### src/rtl/preg_freelist.sv
// Physical-register free list: circular FIFO of free preg ids with an in-use bitmap.
// After reset or squash a sequential walk refills the list with 0..PRFSIZE-1.
module preg_freelist #(
    parameter int PRFSIZE      = 32,
    parameter int PREG_ID_BITS = $clog2(PRFSIZE)
) (
    input  logic                    clk,
    input  logic                    rstn,
    output logic                    alloc_valid,
    input  logic                    alloc_ready,
    output logic [PREG_ID_BITS-1:0] alloc_preg,
    input  logic                    free_valid,
    input  logic [PREG_ID_BITS-1:0] free_preg,
    input  logic                    squash_valid,
    output logic [PREG_ID_BITS:0]   free_count,
    output logic                    busy,
    output logic                    err
);

    localparam logic [0:0] ST_INIT = 1'b0;
    localparam logic [0:0] ST_RUN  = 1'b1;

    localparam logic [PREG_ID_BITS:0]   CNT_FULL = (PREG_ID_BITS+1)'(PRFSIZE);
    localparam logic [PREG_ID_BITS:0]   CNT_ONE  = (PREG_ID_BITS+1)'(1);
    localparam logic [PREG_ID_BITS-1:0] ID_ONE   = PREG_ID_BITS'(1);
    localparam logic [PREG_ID_BITS-1:0] ID_LAST  = PREG_ID_BITS'(PRFSIZE - 1);

    logic [0:0]              state_q, state_d;
    logic [PREG_ID_BITS-1:0] head_q, head_d;
    logic [PREG_ID_BITS-1:0] tail_q, tail_d;
    logic [PREG_ID_BITS-1:0] idx_q, idx_d;
    logic [PREG_ID_BITS:0]   count_q, count_d;
    logic [PRFSIZE-1:0]      inuse_q, inuse_d;
    logic                    err_q, err_d;
    logic [PREG_ID_BITS-1:0] fl_q [PRFSIZE];
    logic [PREG_ID_BITS-1:0] fl_d [PRFSIZE];

    logic alloc_fire;
    logic free_legal;
    logic free_illegal;

    assign alloc_valid = (state_q == ST_RUN) && (count_q != '0);
    assign alloc_preg  = alloc_valid ? fl_q[head_q] : '0;
    assign free_count  = count_q;
    assign busy        = (state_q == ST_INIT);
    assign err         = err_q;

    always_comb begin
        state_d = state_q;
        head_d  = head_q;
        tail_d  = tail_q;
        idx_d   = idx_q;
        count_d = count_q;
        inuse_d = inuse_q;
        err_d   = err_q;
        fl_d    = fl_q;

        alloc_fire   = alloc_valid && alloc_ready;
        free_legal   = free_valid && inuse_q[free_preg] && (count_q < CNT_FULL);
        free_illegal = free_valid && !inuse_q[free_preg];

        if (!rstn || squash_valid) begin
            state_d = ST_INIT;
            head_d  = '0;
            tail_d  = '0;
            idx_d   = '0;
            count_d = '0;
            inuse_d = '0;
            err_d   = 1'b0;
        end else if (state_q == ST_INIT) begin
            fl_d[tail_q] = idx_q;
            tail_d       = tail_q + ID_ONE;
            idx_d        = idx_q + ID_ONE;
            count_d      = count_q + CNT_ONE;
            if (idx_q == ID_LAST) begin
                state_d = ST_RUN;
            end
        end else begin
            if (free_legal) begin
                fl_d[tail_q]       = free_preg;
                tail_d             = tail_q + ID_ONE;
                inuse_d[free_preg] = 1'b0;
            end
            if (free_illegal) begin
                err_d = 1'b1;
            end
            // Applied after the free clear so a same-id alloc keeps the bit set.
            if (alloc_fire) begin
                head_d                = head_q + ID_ONE;
                inuse_d[fl_q[head_q]] = 1'b1;
            end
            case ({alloc_fire, free_legal})
                2'b10:   count_d = count_q - CNT_ONE;
                2'b01:   count_d = count_q + CNT_ONE;
                default: count_d = count_q;
            endcase
        end
    end

    always_ff @(posedge clk) begin
        state_q <= state_d;
        head_q  <= head_d;
        tail_q  <= tail_d;
        idx_q   <= idx_d;
        count_q <= count_d;
        inuse_q <= inuse_d;
        err_q   <= err_d;
        fl_q    <= fl_d;
    end

endmodule

### config.mk
export PLATFORM = sky130hd
export DESIGN_NAME = preg_freelist
export DESIGN_NICKNAME = d
export VERILOG_FILES = /design/src/rtl/preg_freelist.sv
export SDC_FILE = /design/constraint.sdc
export NUM_CORES = 1
export LEC_CHECK = 0
export CORE_MARGIN = 3
export CORE_UTILIZATION = 40
export DETAILED_ROUTE_END_ITERATION = 12
export PLACE_DENSITY = 0.63
export SLEW_MARGIN = 0
export SYNTH_ARGS = -nofsm -noshare
export SYNTH_HDL_FRONTEND = slang
export SYNTH_SLANG_ARGS = --single-unit
### constraint.sdc
create_clock -name clk -period 2.6 [get_ports clk]
set_input_delay 0.26 -clock clk [delete_from_list [all_inputs] [get_ports clk]]
set_output_delay 0.26 -clock clk [all_outputs]
set_load 0.02 [all_outputs]
==> results list <==
- Syn_area_per_cell: 11.31 um2
- Ratio of final minimum period to clock period: 1.107
- Post-route minimum period: 2878 ps
- Initial antenna violation count: 0
- The max-slew violation count was 0.
- Number of synthesized flops with an enable pin: 160
- Overall via count from detail_route: around 7,600
- Of the synthesized area, sequential elements account for 0.5786.
* X dimension of the die: about 170 um
- Clock-pin slew was measured on the worst setup and hold paths at approximately 60 ps.
- Hold repair after CTS inserted 0 buffers.
- The share of total power dissipated in sequential elements is 0.511.
- Counting the buffers created by CTS gives 24.
* Wire length of the first global-routing pass: 42,830 um
* Number of clock sinks seen by CTS: about 220
- Once layout is complete, the cells apart from fillers number ~1,400.
- The count of nets left with antenna violations once routing finished came out at 0.
- Placed instance area: roughly 0.012 mm2
- In the synthesized netlist the async set-or-reset flop fraction comes to 0.
* Ant. Diodes: 0
- Before CTS, the worst setup slack after placement is -546.7 ps.
* Largest fanout on the critical path: 7
* Power density of the placed cells: ~550 mW/mm2
* Count of standard-cell rows: 57
- Detailed-placement wirelength estimate: 18,280 um
- Clock tree root driver cell: sky130_fd_sc_hd__clkbuf_16
* Summed instance area of the synthesized netlist: between 0.01 and 0.015 mm2
- Clock tree from TritonCTS: yes
- Final hold violation count: 0
* Endpoint of the most critical register-to-register path: inuse_q[6]
* Post-route cell area: 0.01305 mm2
- Clock latency on the worst-skew pair, taken at its later pin, is 520 ps.
- DRC: 0
- Worst Hold Class: input pin to flip-flop
- In the post-route analysis, the smallest setup slack over all paths is -277.7 ps.
* Fin util: 0.5290
* Height of the die: between 150 and 200 um
- Headroom to the max-slew limit came out at 0.4796.
- Maximum vdd ir drop: around 0.52 mV
* Worst setup skew after layout: 22.82 ps
- Of the cells placed in the final design, the portion with a size suffix greater than 1 is 0.3254.
- Number of top-level pins: 24
- CTS built an H-tree with a depth of 1.
- The run finished, with violations left.
- Critical path type: flip-flop to output pin
* Signed area change from the synthesized netlist to the final layout: 27.90%
* Setup-violating endpoint count in the final report: 35
* Sort of element at the start of the critical path: flip-flop
- Wire length reported by the detailed router: approximately 27,000 um
- Max-cap violations: 0
- Unrepaired setup endpoints after global routing: true
- Entering global routing, the biggest net connects 40 pins.
- Startpoint of the lowest-slack register-to-register path: head_q[1]
- Placer Congestion: around 0.84
* Switching portion of total power: 0.2142
- Detailed-route wire length per cell: ~20 um
- Endpoint kind of the worst setup timing path: output pin
- Summed over all failing endpoints, the final setup total negative slack is -3526 ps.
- Counting flops and latches in the post-synthesis netlist gives about 220.
* Placeable core region: ~0.025 mm2
* Critical path data required time: around 2300 ps
- Dpl cells: between 1,000 and 1,500
- Overflow left after global routing: 0
* Via count of the first global-routing pass: around 7,500
* Synth Net Count: 922
- The die covers 0.02747 mm2.
- Fill count: ~2,200
* Effective utilization at floorplan: 0.4136
- The first TritonRoute pass finished after 8 iterations.
- Worst Hold Path EP: inuse_q[30]
* Cell variety after synth: 66
- Total global routing track utilization: 0.1956
- Using the TritonRoute via totals, the vias-per-cell ratio works out to 5.584.
- After the first detailed-routing iteration, the DRC count stood at 835.
- Of the total power, the clock network draws 0.446.
* Static power due to leakage: roughly 4.3 nW
- During synthesis, Yosys emitted a total of 0 warnings.
* Origin of the worst min-delay path: free_preg[2]
- The worst hold path passes through 4 cells.
- Most common flop cell mapped by yosys: sky130_fd_sc_hd__edfxtp_1
- In this run the power spent charging and discharging nets is ~0.0015 W.
- The worst register-to-register path has a setup slack of -220 ps.
- For this run, the top clock speed supported by timing is ~350 MHz.
* Depth of the worst register-to-register path: 9
- For this run, the post-layout net count is roughly 1,000.
* Total internal power: roughly 0.0056 W
* Number of instances in the synthesized netlist: about 900
- Worst Max-Slew Pin Slew: ~800 ps
- STA puts the critical path data arrival time at 2620 ps.
- Violated checks: negative setup slack
- Port buffering added 23 buffers.
- Combinational cell fraction of total power: 0.044
- In this run the deepest clock path goes through 3 buffers.
placed cells by master, fill, tap and decap left out, drive strengths merged, types with 5 or more instances in the layout:
cell / n
a21oi: 32
clkdlybuf4s50: 17
nand2b: 5
a211oi: 6
nor3: 14
o211ai: 8
o22ai: 6
nand3: 31
ha: 10
mux4: 32
nor2b: 12
dfxtp: 55
mux2: 8
o31ai: 12
nand3b: 6
mux2i: 37
clkinv: 14
buf: 145
nor2: 223
clkbuf: 30
a22oi: 6
nand2: 50
inv: 13
or2: 6
edfxtp: 160
o311ai: 7
o21ai: 30
cell usage after synthesis, drive strengths merged, types with 13 or more instances:
library cell | instances | area share
buf | 23 | 0.013
nor2 | 223 | 0.082
edfxtp | 160 | 0.47
a21oi | 32 | 0.016
dfxtp | 55 | 0.11
nor3 | 14 | 0.0069
nand2 | 50 | 0.018
clkbuf | 43 | 0.016
mux2i | 37 | 0.036
mux4 | 32 | 0.071
inv | 13 | 0.0048
o21ai | 30 | 0.015
nand3 | 31 | 0.015
power by group through the flow:
stage / sequential [W] / combinational, W / clock, W
floorplan: 0.00373 / 0.000129 / 0
global placement: 0.00373 / 0.000259 / 0
detailed placement: 0.00373 / 0.000260 / 0
CTS: 0.00365 / 0.000289 / 0.00322
global route: 0.00365 / 0.000332 / 0.00339
finish: 0.00365 / 0.000312 / 0.00319
worst max-delay path by stage:
stage            startpoint             to  slack [ps]  cells past startpoint
2_1_floorplan  free_preg[0]      fl_q[100]        -110                      8
3_3_place_gp   free_preg[2]      fl_q[119]        -530                      9
3_5_place_dp   free_preg[1]      fl_q[103]        -550                     10
4_1_cts           head_q[0]  alloc_preg[0]        -390                      8
5_1_grt           head_q[1]  alloc_preg[0]        -350                      8
6_report          head_q[1]  alloc_preg[0]        -280                      8
final cells by class:
class	count	area, um2	area share
clock buffers	28	635.6	0.04869
multi-input cells	607	4372	0.3349
clock inverters	16	112.6	0.008626
repair buffers	165	1556	0.1192
flip-flops and latches	215	5916	0.4532
inverters	14	56.30	0.004313
well taps	324	405.4	0.03106
worst max-delay path, cell delays in order, from the launching register on:
cell,delay [ps]
sky130_fd_sc_hd__dfxtp_4,420
sky130_fd_sc_hd__buf_4,170
sky130_fd_sc_hd__mux4_2,520
sky130_fd_sc_hd__mux2i_2,200
sky130_fd_sc_hd__nor3_1,100
sky130_fd_sc_hd__nor4_4,320
sky130_fd_sc_hd__buf_4,170
sky130_fd_sc_hd__nor2_1,30
sky130_fd_sc_hd__buf_4,160
registers in the layout, summed over array words and instances (netlist names):
name,flops
inuse_q,32
state_q,1
err,1
head_q,5
fl_q,160
free_count,6
tail_q,5
idx_q,5
layer usage:
metal  share of wire  track usage
met1            0.44       0.2781
met2            0.47       0.3108
met3           0.072      0.03904
met4           0.021      0.04955
met5               0            0
metrics by stage:
step | hold slack (ps) | total power, W
finish | 245.5 | 0.007154
global route | 311.7 | 0.007374
CTS | 428.6 | 0.007158
detailed placement | 462.8 | 0.003988
global placement | 461.2 | 0.003987
floorplan | 424.2 | 0.003856
cells by family (layout without fill, tap and decap cells):
| family | count (synthesis) | after routing | synth area share |
|---|---|---|---|
| fa+ha+maj | 10 | 10 | 0.01226 |
| mux | 77 | 77 | 0.1161 |
| compound gates | 133 | 133 | 0.08631 |
| buf+inv | 80 | 223 | 0.03347 |
| flops | 215 | 215 | 0.5786 |
| xor+xnor | 6 | 6 | 0.005150 |
| simple gates | 381 | 381 | 0.1681 |
what timing repair did:
| action | 4_1_cts | 5_1_grt |
|---|---|---|
| hold endpoints to repair | 0 | 0 |
| pin swaps | 24 | 22 |
| gates cloned | 1 | 2 |
| endpoints found under the setup margin | 193 | 194 |
| setup buffers | 11 | 7 |
| resized for setup | 129 | 56 |
No activity file was read; power rests on OpenSTA's default activity.
